--- config.mk ---
export PLATFORM = sky130hd
export DESIGN_NAME = gate_bist_ctrl_flat
export DESIGN_NICKNAME = d
export VERILOG_FILES = /design/src/rtl/gate_bist_ctrl_if.sv /design/src/rtl/gate_bist_ctrl.sv /design/src/flat_wrapper.sv
export SDC_FILE = /design/constraint.sdc
export NUM_CORES = 1
export LEC_CHECK = 0
export CORE_MARGIN = 1.5
export CORE_UTILIZATION = 40
export CTS_BUF_LIST = sky130_fd_sc_hd__clkbuf_2
export DETAILED_ROUTE_END_ITERATION = 8
export DONT_BUFFER_PORTS = 1
export PLACE_DENSITY = 0.51
export SLEW_MARGIN = 10
export SYNTH_ARGS = -nofsm -noshare
export SYNTH_HDL_FRONTEND = slang
export SYNTH_SLANG_ARGS = --single-unit
--- constraint.sdc ---
create_clock -name clk -period 3.67 [get_ports clk]
set_clock_uncertainty 0.05 [all_clocks]
set_input_delay 0.734 -clock clk [delete_from_list [all_inputs] [get_ports clk]]
set_output_delay 0.734 -clock clk [all_outputs]
set_load 0.01 [all_outputs]
--- src/rtl/gate_bist_ctrl_if.sv ---
// gate_bist_ctrl_if: host/gate-bank signal bundle for the gate BIST sequencer.
// Signals: start, abort (host requests); gate_res[6:0] (bank outputs, bit0=and);
//          tst_a, tst_b (bank stimulus); busy, done, pass, fail_mask[6:0] (status).
// slave = sequencer side, master = host + gate bank side.
// Optional: GATE_BIST_ERR_CNT_EN adds err_cnt[7:0] (saturating mismatch count).
interface gate_bist_ctrl_if;
  logic       start;
  logic       abort;
  logic [6:0] gate_res;
  logic       tst_a;
  logic       tst_b;
  logic       busy;
  logic       done;
  logic       pass;
  logic [6:0] fail_mask;
`ifdef GATE_BIST_ERR_CNT_EN
  logic [7:0] err_cnt;

  modport slave (
    input  start, abort, gate_res,
    output tst_a, tst_b, busy, done, pass, fail_mask, err_cnt
  );
  modport master (
    output start, abort, gate_res,
    input  tst_a, tst_b, busy, done, pass, fail_mask, err_cnt
  );
`else
  modport slave (
    input  start, abort, gate_res,
    output tst_a, tst_b, busy, done, pass, fail_mask
  );
  modport master (
    output start, abort, gate_res,
    input  tst_a, tst_b, busy, done, pass, fail_mask
  );
`endif
endinterface

--- src/rtl/gate_bist_ctrl.sv ---
// gate_bist_ctrl: BIST sequencer sweeping a/b of the 7-gate bank and flagging per-gate mismatches.
// Latency: start sampled at edge 0, done pulses after edge 4*PASSES*(SETTLE+1); all outputs registered.
// Backpressure: none; start is only accepted in IDLE (no queuing), abort returns to IDLE next edge.
// Ports: clk, rst_n (async active-low); bus (gate_bist_ctrl_if.slave):
//   start/abort in, gate_res[6:0] in {xnor,xor,nor,nand,not_a,or,and},
//   tst_a/tst_b out, busy/done/pass out, fail_mask[6:0] out (sticky, gate_res bit order).
// Optional: GATE_BIST_ERR_CNT_EN adds err_cnt[7:0], a saturating count of mismatching bits.
module gate_bist_ctrl #(
  parameter int unsigned PASSES = 1,  // full 4-vector sweeps per run, 1..255
  parameter int unsigned SETTLE = 1   // cycles each vector is held before sampling, 1..15
) (
  input  logic            clk,
  input  logic            rst_n,
  gate_bist_ctrl_if.slave bus
);

  typedef enum logic [1:0] {
    ST_IDLE,
    ST_APPLY,
    ST_CHECK,
    ST_DONE
  } state_t;

  localparam logic [7:0] LAST_PASS   = 8'(PASSES - 1);
  localparam logic [3:0] LAST_SETTLE = 4'(SETTLE - 1);

  state_t     state_q, state_d;
  logic [1:0] vec_q, vec_d;
  logic [7:0] pass_cnt_q, pass_cnt_d;
  logic [3:0] settle_cnt_q, settle_cnt_d;
  logic       tst_a_q, tst_a_d;
  logic       tst_b_q, tst_b_d;
  logic       busy_q, busy_d;
  logic       done_q, done_d;
  logic       pass_q, pass_d;
  logic [6:0] fail_mask_q, fail_mask_d;

  logic [6:0] expected;
  logic [6:0] mismatch;

  // Truth table is derived from the registered stimulus, so the compare in
  // CHECK always refers to the vector the bank has been settling on.
  assign expected = {~(tst_a_q ^ tst_b_q), tst_a_q ^ tst_b_q, ~(tst_a_q | tst_b_q),
                     ~(tst_a_q & tst_b_q), ~tst_a_q, tst_a_q | tst_b_q, tst_a_q & tst_b_q};
  assign mismatch = bus.gate_res ^ expected;

`ifdef GATE_BIST_ERR_CNT_EN
  logic [7:0] err_cnt_q, err_cnt_d;
  logic [3:0] mis_cnt;
  logic [8:0] err_sum;

  assign mis_cnt = 4'($countones(mismatch));
  // One extra bit catches the carry so the counter can clamp at 255.
  assign err_sum = {1'b0, err_cnt_q} + {5'd0, mis_cnt};
`endif

  always_comb begin
    state_d      = state_q;
    vec_d        = vec_q;
    pass_cnt_d   = pass_cnt_q;
    settle_cnt_d = settle_cnt_q;
    tst_a_d      = tst_a_q;
    tst_b_d      = tst_b_q;
    busy_d       = busy_q;
    done_d       = 1'b0;
    pass_d       = pass_q;
    fail_mask_d  = fail_mask_q;
`ifdef GATE_BIST_ERR_CNT_EN
    err_cnt_d    = err_cnt_q;
`endif

    unique case (state_q)
      ST_IDLE: begin
        // abort has priority over a simultaneous start
        if (bus.start && !bus.abort) begin
          state_d      = ST_APPLY;
          vec_d        = 2'd0;
          pass_cnt_d   = 8'd0;
          settle_cnt_d = 4'd0;
          tst_a_d      = 1'b0;
          tst_b_d      = 1'b0;
          busy_d       = 1'b1;
          pass_d       = 1'b0;
          fail_mask_d  = 7'd0;
`ifdef GATE_BIST_ERR_CNT_EN
          err_cnt_d    = 8'd0;
`endif
        end
      end

      ST_APPLY: begin
        if (bus.abort) begin
          state_d      = ST_IDLE;
          busy_d       = 1'b0;
          pass_d       = 1'b0;
          settle_cnt_d = 4'd0;
        end else if (settle_cnt_q == LAST_SETTLE) begin
          state_d      = ST_CHECK;
          settle_cnt_d = 4'd0;
        end else begin
          settle_cnt_d = settle_cnt_q + 4'd1;
        end
      end

      ST_CHECK: begin
        // The compare of this cycle is kept even when aborting, so an
        // aborted run still reports everything it has already sampled.
        fail_mask_d = fail_mask_q | mismatch;
`ifdef GATE_BIST_ERR_CNT_EN
        err_cnt_d   = err_sum[8] ? 8'hFF : err_sum[7:0];
`endif
        if (bus.abort) begin
          state_d = ST_IDLE;
          busy_d  = 1'b0;
          pass_d  = 1'b0;
        end else if (vec_q != 2'd3) begin
          state_d = ST_APPLY;
          vec_d   = vec_q + 2'd1;
          tst_a_d = vec_d[1];
          tst_b_d = vec_d[0];
        end else if (pass_cnt_q != LAST_PASS) begin
          state_d    = ST_APPLY;
          vec_d      = 2'd0;
          pass_cnt_d = pass_cnt_q + 8'd1;
          tst_a_d    = 1'b0;
          tst_b_d    = 1'b0;
        end else begin
          state_d = ST_DONE;
          busy_d  = 1'b0;
          done_d  = 1'b1;
          pass_d  = ((fail_mask_q | mismatch) == 7'd0);
        end
      end

      ST_DONE: begin
        // done/pass were registered on entry; this cycle only returns home
        state_d = ST_IDLE;
      end

      default: begin
        state_d = ST_IDLE;
        busy_d  = 1'b0;
      end
    endcase
  end

  always_ff @(posedge clk or negedge rst_n) begin
    if (!rst_n) begin
      state_q      <= ST_IDLE;
      vec_q        <= 2'd0;
      pass_cnt_q   <= 8'd0;
      settle_cnt_q <= 4'd0;
      tst_a_q      <= 1'b0;
      tst_b_q      <= 1'b0;
      busy_q       <= 1'b0;
      done_q       <= 1'b0;
      pass_q       <= 1'b0;
      fail_mask_q  <= 7'd0;
`ifdef GATE_BIST_ERR_CNT_EN
      err_cnt_q    <= 8'd0;
`endif
    end else begin
      state_q      <= state_d;
      vec_q        <= vec_d;
      pass_cnt_q   <= pass_cnt_d;
      settle_cnt_q <= settle_cnt_d;
      tst_a_q      <= tst_a_d;
      tst_b_q      <= tst_b_d;
      busy_q       <= busy_d;
      done_q       <= done_d;
      pass_q       <= pass_d;
      fail_mask_q  <= fail_mask_d;
`ifdef GATE_BIST_ERR_CNT_EN
      err_cnt_q    <= err_cnt_d;
`endif
    end
  end

  assign bus.tst_a     = tst_a_q;
  assign bus.tst_b     = tst_b_q;
  assign bus.busy      = busy_q;
  assign bus.done      = done_q;
  assign bus.pass      = pass_q;
  assign bus.fail_mask = fail_mask_q;
`ifdef GATE_BIST_ERR_CNT_EN
  assign bus.err_cnt   = err_cnt_q;
`endif

endmodule

--- src/flat_wrapper.sv ---
// flat-port wrapper written by rule: the top's interface ports become plain ports
module gate_bist_ctrl_flat 
#(
  parameter int unsigned PASSES = 1,                                         
  parameter int unsigned SETTLE = 1                                                       
)
  (clk, rst_n, bus_start, bus_abort, bus_gate_res, bus_tst_a, bus_tst_b, bus_busy, bus_done, bus_pass, bus_fail_mask);
  gate_bist_ctrl_if bus_i ();
  input  logic clk;
  input  logic rst_n;
  input wire logic [$bits(bus_i.start)-1:0] bus_start;
  input wire logic [$bits(bus_i.abort)-1:0] bus_abort;
  input wire logic [$bits(bus_i.gate_res)-1:0] bus_gate_res;
  output wire logic [$bits(bus_i.tst_a)-1:0] bus_tst_a;
  output wire logic [$bits(bus_i.tst_b)-1:0] bus_tst_b;
  output wire logic [$bits(bus_i.busy)-1:0] bus_busy;
  output wire logic [$bits(bus_i.done)-1:0] bus_done;
  output wire logic [$bits(bus_i.pass)-1:0] bus_pass;
  output wire logic [$bits(bus_i.fail_mask)-1:0] bus_fail_mask;
  assign bus_i.start = bus_start;
  assign bus_i.abort = bus_abort;
  assign bus_i.gate_res = bus_gate_res;
  assign bus_tst_a = bus_i.tst_a;
  assign bus_tst_b = bus_i.tst_b;
  assign bus_busy = bus_i.busy;
  assign bus_done = bus_i.done;
  assign bus_pass = bus_i.pass;
  assign bus_fail_mask = bus_i.fail_mask;
  gate_bist_ctrl #(.PASSES(PASSES), .SETTLE(SETTLE)) u_core (.clk(clk), .rst_n(rst_n), .bus(bus_i));
endmodule
==> results of run 1 <==
metal layers:
| metal | GRT usage, % | vias up | wire length, um | part of all wire [%] |
|---|---|---|---|---|
| met1 | 24.08 | 639 | 1728 | 48 |
| met3 | 3.167 | 4 | 160 | 4.4 |
| met2 | 26.73 | 28 | 1699 | 47 |
| met5 | 0 | - | 0 | 0 |
| li1 | - | 646 | - | - |
| met4 | 3.827 | 0 | 27 | 0.75 |
power breakdown:
part / total, W / internal (W) / leakage (nW) / switching, W
logic: 0.000472 / 0.000189 / 0.390 / 0.000283
clock network: 0.000111 / 0.0000222 / 0.0125 / 0.0000892
registers: 0.000402 / 0.000335 / 0.356 / 0.0000671
critical path, delay by kind of cell, from the launching register on:
family                   cells  cell delay, ps
flip-flops                   1             470
buffers and inverters        2             390
AO/OA/AOI/OAI                1             340
adder cells (fa/ha/maj)      1             480
AND/OR/NAND/NOR              2             580
kinds of logic (layout without fill, tap and decap cells):
group,count (synthesis),count (layout)
flops,26,26
simple gates,61,61
buf+inv,16,15
mux,4,4
compound gates,53,53
fa+ha+maj,12,12
xor+xnor,7,7
repair_timing:
item,CTS,global route
setup buffers,0,0
hold endpoints to repair,26,0
gates resized for setup,0,0
hold buffers,1,0
state kept, by name (all words and copies together), names as in the netlist, 2 cells and up:
name / flops
u_core.pass_cnt_q: 8
u_core.bus.fail_mask: 7
u_core.settle_cnt_q: 4
u_core.state_q: 2
through the flow:
step	instance area, um^2	hold slack (ps)	util (%)	power (W)	std cells
after global placement	1690	389.2	42.26	0.0008622	224
final	1725	93.78	43.13	0.0009854	228
after CTS	1725	78.32	43.13	0.0009937	228
after floorplan	1657	388.4	-	0.0007677	179
after global routing	1725	55.39	43.13	0.001078	228
after detailed placement	1690	389.5	42.26	0.0008696	224
worst max path at each step:
stage	startpoint	endpoint	slack, ps
6_report	u_core.state_q[0]	u_core.pass_cnt_q[6]	1290
3_5_place_dp	u_core.state_q[0]	u_core.pass_cnt_q[6]	1330
5_1_grt	u_core.state_q[0]	u_core.pass_cnt_q[6]	1060
2_1_floorplan	u_core.pass_cnt_q[0]	u_core.vec_q[1]	1770
4_1_cts	u_core.state_q[0]	u_core.pass_cnt_q[6]	1310
3_3_place_gp	u_core.state_q[0]	u_core.pass_cnt_q[6]	1490
cells in the final DEF (no fill, tap or decap), types with 4 or more instances in the layout:
cell	synthesis	routed
inv_1	11	11
o21ai_0	14	14
o31ai_1	5	5
xnor2_1	4	4
a21oi_1	18	18
ha_1	12	12
nor2_1	14	14
nand2_1	9	9
nand2b_1	9	9
nand3_1	5	5
mux2i_1	4	4
dfrtp_1	26	26
o22ai_1	4	4
cell type report:
cell class,count,area (um^2),area share [%]
clock buffers,3,15.01,0.8702
inverters,11,41.29,2.393
multi-input cells,137,935.9,54.24
flip-flops and latches,26,650.6,37.71
well taps,50,62.56,3.626
repair buffers,1,20.02,1.160
==> impl_metrics.tcl, run 1 <==
set metrics [dict create \
    setup_ws_ps 1294 \
    n_antenna_cell 0 \
    gp_congestion 0.7553 \
    drtPass1Iterations 4 \
    fin_nets 203 \
    drive_gt1_share_pct 5.056 \
    post-place-ws_ps 1326 \
    dp_hpwl_um 2593 \
    synth_mux_area_share_pct 2.417 \
    clock_latency_ps 360 \
    crit_path_max_fanout 15 \
    critPathCaptureType "flip-flop" \
    cp.arrival_ps 2610 \
    synth_seq_cells 26 \
    synth_top_family_by_area "simple AND/OR/NAND/NOR gates" \
    hp-class "input pin to asynchronous set/reset pin" \
    grt_first_pass_wirelength_um 5837 \
    netlist_top_cells_count "dfrtp_1, a21oi_1, nor2_1, o21ai_0, ha_1" \
    avgSynthCellArea_um2 9.255 \
    yosys.area.top_type_share_pct 39.27 \
    antenna_left 0 \
    synthesis.area_um2 1657 \
    clk_path_buf_depth 2 \
    vias_per_cell 5.776 \
    synth_flop_cell "dfrtp_1" \
    peakVddDrop_v 0.0002431 \
    fin_crit_sh_pct 64.74 \
    syn-instance-count 179 \
    grt_pass1_vias 1211 \
    via_count 1317 \
    numCtsBuffers 3 \
    required_ps 3910 \
    cts_tree "yes" \
    cpMaxStageDelayCell "ha_1" \
    worstPathCellList "inv_1, ha_1, inv_1, nor2_1, nand4b_1, o31ai_1" \
    r2r_slack_ps 1290 \
    drt_wl_total_um 3614 \
    io_pins 23 \
    routedWlPerCell_um 15.85 \
    ys_types 43 \
    drt_iter0_drc 42 \
    drc_errors 0 \
    ys_top_cells_by_area "dfrtp_1, ha_1, a21oi_1" \
    synth_edf_count 0 \
    synthSimpleGateAreaFrac_pct 21.60 \
    die_y_um 67.36 \
    maxSlewHeadroom_pct 59.64 \
    maxCapViolations 0 \
    die-area_um2 4537 \
    antenna_found_initial 0 \
    fillerInstances 401 \
    yosysMostFrequentCell "dfrtp_1" \
    areaGrowthSynthToFinish_pct 4.154 \
    die_x_um 67.36 \
    setup_tns_ps 0 \
    crit_type "flip-flop to flip-flop" \
    track_usage_pct 16.93 \
    clock-sinks 26 \
    ys_seq_area_share_pct 39.27 \
    path_clk_slew_ps 250 \
    worst_slew_pin_slew_ps 605.4 \
    synthAdderAreaFrac_pct 9.063 \
    regToRegEndpoint "u_core.pass_cnt_q[6]" \
    rsz0062_at_grt "no" \
    grt_overflow 0 \
    fmaxAchievable_mhz 420.9 \
    yosysTopAreaCell "dfrtp_1" \
    grt_max_degree 27 \
    setup_viol 0 \
    coreArea_um2 4000 \
    cts-root-buf "clkbuf_2" \
    finalHoldViolCount 0 \
    crit_path_start_kind "flip-flop" \
    ys_async_sr_fraction_pct 100.0 \
    slew_viol_final 0 \
    syn_nets 202 \
    status "complete, no violations" \
    htreeDepth 1 \
    yosys_warnings 0 \
    reg2reg_depth 6 \
    synth-compound-area-share_pct 19.71 \
    portBuffers 0 \
    max_stage_delay_ps 480 \
    p_leak_nw 0.7588 \
    row_count 23 \
    finalCriticalPeriod_ps 2376 \
    power_per_cell_area_nw_per_um2 571.1 \
    start_util_pct 41.41 \
    cpMostUsedCell "inv_1" \
    r2r_start "u_core.state_q[0]" \
    synthXorXnorAreaFrac_pct 3.701 \
]
No activity file was read; power rests on OpenSTA's default activity.
==> inputs of run 2 (changes only) <==
PLACE_DENSITY = 0.53   (was 0.51)
clock period = 2 ns   (was 3.67 ns; I/O delays follow)
==> run 2 against run 1 <==
Compared with the run above: sequential power up 79%; worst hold slack better by 93 ps; global-route usage up 2.1 points; clock-buffer cell count unchanged; non-clock buffer count up 23; largest cell class unchanged; largest power group unchanged.
==> impl_metrics.tcl, run 2 (synthesis gave the netlist of run 1 again) <==
set metrics [dict create \
    hp-class "input pin to flip-flop" \
    drc_errors 0 \
    power_per_cell_area_nw_per_um2 1043 \
    die-area_um2 4537 \
    worstPathCellList "inv_1, ha_1, or4b_4, nor4_4, buf_4, nor3_2, a311o_1" \
    n_antenna_cell 0 \
    start_util_pct 41.41 \
    hp-start "bus_gate_res[6]" \
    drive_gt1_share_pct 17.41 \
    crit_buf_inv 2 \
    numCtsBuffers 3 \
    gp_congestion 0.7043 \
    areaGrowthSynthToFinish_pct 15.94 \
    drtPass1Iterations 4 \
    portBuffers 0 \
    finalCriticalPeriod_ps 1977 \
    crit_path_max_fanout 5 \
    intPower_w 0.001134 \
    drt_wl_total_um 4113 \
    power.total_w 0.002003 \
    routedWlPerCell_um 16.39 \
    dp_hpwl_um 2852 \
    fin_nets 226 \
    setup_viol 0 \
    cpMaxStageDelayCell "or4b_4" \
    p_clk_share_pct 10.2 \
    grt_max_degree 27 \
    final_util_pct 48.01 \
    fin_crit_sh_pct 98.86 \
    peakVddDrop_v 0.0003919 \
    clock_latency_ps 370 \
    power_frac_comb_pct 53.9 \
    cp.arrival_ps 2230 \
    p_sw_share_pct 43.38 \
    mostFrequentLayoutCell "dfrtp_1" \
    slew_viol_final 0 \
    vias_per_cell 5.793 \
    htreeDepth 1 \
    largest_reg_flops 8 \
    fin_area_um2 1921 \
    seqPwrFrac_pct 35.9 \
    rsz0062_at_grt "yes" \
    row_count 23 \
    fmaxAchievable_mhz 505.8 \
    antenna_left 0 \
    die_x_um 67.36 \
    grt_first_pass_wirelength_um 6444 \
    clock-sinks 26 \
    grt_pass1_vias 1393 \
    maxSlewHeadroom_pct 74.26 \
    required_ps 2250 \
    via_count 1454 \
    post-place-ws_ps 35.82 \
    path_clk_slew_ps 250 \
    status "complete, no violations" \
    crit_path_start_kind "flip-flop" \
    r2r_start "u_core.pass_cnt_q[0]" \
    cts-root-buf "clkbuf_2" \
    die_y_um 67.36 \
    finalHoldViolCount 0 \
    maxCapViolations 0 \
    p_leak_nw 0.8736 \
    setup_ws_ps 22.85 \
    max_stage_delay_ps 490 \
    track_usage_pct 19.06 \
    p_sw_w 0.0008689 \
    drt_iter0_drc 53 \
    final_cell_mix "dfrtp_1, buf_4, a21oi_1, nor2_1, o21ai_0" \
    critPathLaunch "u_core.pass_cnt_q[0]" \
    setup_tns_ps 0 \
    cts_tree "yes" \
    regMostFlops "u_core.pass_cnt_q" \
    coreArea_um2 4000 \
    dpl_cell_area_um2 1788 \
    critical-path-top-delay-family "simple AND/OR/NAND/NOR gates" \
    grt_overflow 0 \
    worst_slew_pin_slew_ps 386.0 \
    antenna_found_initial 0 \
    clk_path_buf_depth 2 \
    crit_type "flip-flop to flip-flop" \
    io_pins 23 \
    critPathCaptureType "flip-flop" \
]
run 2: cell count changes in the layout (fill, tap and decap cells not counted), sizes merged:
cell / change
dlygate4sd3: +1
buf: +22
run 2: power groups by stage:
stage	sequential [W]	clock, W	combinational [W]
2_1_floorplan	0.000722	0	0.000687
3_3_place_gp	0.000723	0	0.000956
3_5_place_dp	0.000730	0	0.000991
4_1_cts	0.000719	0.000209	0.00102
5_1_grt	0.000731	0.000223	0.00122
6_report	0.000719	0.000203	0.00108
run 2: final cells by class:
class	instances	area, um^2
flip-flops and latches	26	650.6
clock buffers	3	15.01
multi-input cells	137	955.9
repair buffers	24	195.2
inverters	11	41.29
fillers	389	2079
well taps	50	62.56
run 2: what timing repair did:
action	CTS	global route
pin swaps	0	1
endpoints found under the setup margin	5	15
setup buffers	0	9
hold endpoints to repair	26	0
hold buffers	2	0
gates resized for setup	1	6
run 2: worst register-to-register path, cell delays in order, from the launching register on:
cell and delay, ps:
dfrtp_1 430, inv_1 60, ha_1 150, or4b_4 490, nor4_4 250, buf_4 180
nor3_2 50, a311o_1 270
run 2: through the flow:
step / hold slack (ps) / instances
detailed placement: 55.67 / 237
global placement: 55.27 / 237
global route: 189.6 / 251
CTS: 178.4 / 242
floorplan: 54.41 / 179
finish: 187.2 / 251
run 2: path summary, 6_finish.rpt:
kind | to | cells after the start | slack (ps)
max reg2reg | u_core.vec_q[1] | 7 | 20
min | u_core.bus.pass | 3 | 190
max in group asynchronous | u_core.bus.tst_b | 2 | 1350
min in group asynchronous | u_core.state_q[0] | 2 | 390
min reg2reg | u_core.pass_cnt_q[7] | 1 | 500
max | u_core.vec_q[1] | 7 | 20
run 2: routing by layer:
layer / up-vias / share of wire [%] / global-route usage, %
li1: 692 / - / -
met1: 720 / 44 / 24.87
met2: 37 / 50 / 31.31
met3: 5 / 5.1 / 3.333
met4: 0 / 1.4 / 7.653
met5: - / 0 / 0
==> inputs of run 3 (changes only) <==
PLACE_DENSITY = unset   (was 0.53)
PLACE_DENSITY_LB_ADDON = 0.05   (was unset)
TNS_END_PERCENT = 50   (was unset)
==> run 3 against run 2 <==
Compared with the run above: die area unchanged; fmax down 0.15%; cell count down 2.0%; non-clock buffer count down 5; sequential share of layout area up 0.68 points; via count down 4.1%; clock power down 6%; utilization down 0.94 points; sequential power about the same; worst hold slack better by 20 ps; final area down 2.0%.
==> impl_metrics.tcl, run 3 (synthesis gave the netlist of run 1 again) <==
set metrics [dict create \
    cts-root-buf "clkbuf_2" \
    dp_hpwl_um 2860 \
    p_clk_share_pct 9.7 \
    vias_per_cell 5.667 \
    fmaxAchievable_mhz 505.0 \
    cp.arrival_ps 2190 \
    clock-sinks 26 \
    antenna_found_initial 0 \
    drive_gt1_share_pct 15.82 \
    post-place-ws_ps 56.77 \
    r2r_slack_ps 20 \
    routedWlPerCell_um 15.77 \
    cts_tree "yes" \
    crit_path_start_kind "flip-flop" \
    finalHoldViolCount 0 \
    areaGrowthSynthToFinish_pct 13.67 \
    drtPass1Iterations 4 \
    mostFrequentLayoutCell "dfrtp_1" \
    worst_slew_pin_slew_ps 400.7 \
    drt_iter0_drc 72 \
    critPathCaptureType "flip-flop" \
    die_y_um 67.36 \
    htreeDepth 1 \
    dp.cells 240 \
    fin_crit_sh_pct 99.00 \
    largest_reg_flops 8 \
    power.total_w 0.001960 \
    maxCapViolations 0 \
    io_pins 23 \
    power_frac_comb_pct 53.7 \
    rsz0062_at_grt "yes" \
    n_antenna_cell 0 \
    peakVddDrop_v 0.0003713 \
    grt_pass1_vias 1376 \
    path_clk_slew_ps 230 \
    clock_latency_ps 330 \
    antenna_left 0 \
    maxSlewHeadroom_pct 72.59 \
    p_sw_share_pct 43.28 \
    reg2reg_depth 6 \
    numCtsBuffers 3 \
    hold_slack_ps 207.6 \
    die_x_um 67.36 \
    p_leak_nw 0.8513 \
    gp_congestion 0.7758 \
    crit_type "flip-flop to flip-flop" \
    fin_area_um2 1883 \
    portBuffers 0 \
    fillerInstances 387 \
    finalCriticalPeriod_ps 1980 \
    start_util_pct 41.41 \
    grt_max_degree 27 \
    seqPwrFrac_pct 36.6 \
    clk_path_buf_depth 2 \
    drc_errors 0 \
    grt_first_pass_wirelength_um 6196 \
    regMostFlops "u_core.pass_cnt_q" \
    critPathLaunch "u_core.pass_cnt_q[0]" \
    setup_ws_ps 19.98 \
    drt_wl_total_um 3879 \
    slew_viol_final 0 \
    whs_path_depth 3 \
    via_count 1394 \
    required_ps 2210 \
    coreArea_um2 4000 \
    hp-class "input pin to flip-flop" \
    intPower_w 0.001112 \
    p_sw_w 0.0008481 \
    track_usage_pct 17.83 \
    dpl_cell_area_um2 1810 \
    fin_nets 221 \
    row_count 23 \
    crit_path_max_fanout 4 \
    hp-start "bus_abort" \
    setup_viol 0 \
    final_cell_mix "dfrtp_1, a21oi_1, buf_4, nor2_1, o21ai_0" \
    grt_overflow 0 \
    finalNonFillerCells 246 \
    power_per_cell_area_nw_per_um2 1041 \
    status "complete, no violations" \
    r2r_start "u_core.pass_cnt_q[0]" \
    die-area_um2 4537 \
]
[run 3: cell types whose count changed in the layout (fill, tap and decap cells not counted), sizes merged]
cell / previous run / this run
buf: 23 / 18
[run 3: routing by layer]
metal | share of wire (%) | vias to the layer above | global-route usage [%]
met5 | 0 | - | 0
met4 | 0.26 | 0 | 3.061
met3 | 3.6 | 2 | 2.833
met2 | 47 | 27 | 30.07
met1 | 49 | 678 | 24.43
li1 | - | 687 | -
[run 3: power groups by stage]
stage                     logic, W  registers, W  clock network [W]
after floorplan           0.000687      0.000722                  0
after global placement    0.000980      0.000724                  0
after detailed placement  0.000999      0.000731                  0
after CTS                  0.00103      0.000720           0.000203
after global routing       0.00116      0.000733           0.000214
final                      0.00105      0.000718           0.000191
[run 3: repair_timing]
action,4_1_cts,5_1_grt
hold buffers,2,0
resized for setup,0,6
buffers inserted,0,1
endpoints found under the hold margin,26,0
setup endpoints to repair,0,15
[run 3: area by class of cell]
| type | count | area (um^2) | area share, % |
|---|---|---|---|
| Multi-Input combinational cell | 137 | 955.9 | 50.76 |
| Tap cell | 50 | 62.56 | 3.322 |
| Timing Repair Buffer | 19 | 157.7 | 8.372 |
| Sequential cell | 26 | 650.6 | 34.55 |
| Clock buffer | 3 | 15.01 | 0.7973 |
| Inverter | 11 | 41.29 | 2.193 |
[run 3: path summary, 6_finish.rpt]
path / endpoint
max: u_core.vec_q[1]
max reg2reg: u_core.vec_q[1]
max in group asynchronous: u_core.vec_q[1]
min reg2reg: u_core.settle_cnt_q[3]
min: u_core.bus.tst_b
min in group asynchronous: u_core.settle_cnt_q[1]
[run 3: worst max-delay path, stage by stage (launching register included)]
cell and delay [ps]:
dfrtp_1 440, inv_1 60, ha_2 160, or4b_4 490, nor4_4 340, nor3_1 90, a311o_1 280
[run 3: through the flow]
stage / utilization [%] / setup TNS [ps]
after floorplan: - / 0
after global placement: 45.26 / 0
after detailed placement: 45.26 / 0
after CTS: 46.39 / 0
after global routing: 47.08 / -326.5
final: 47.08 / 0
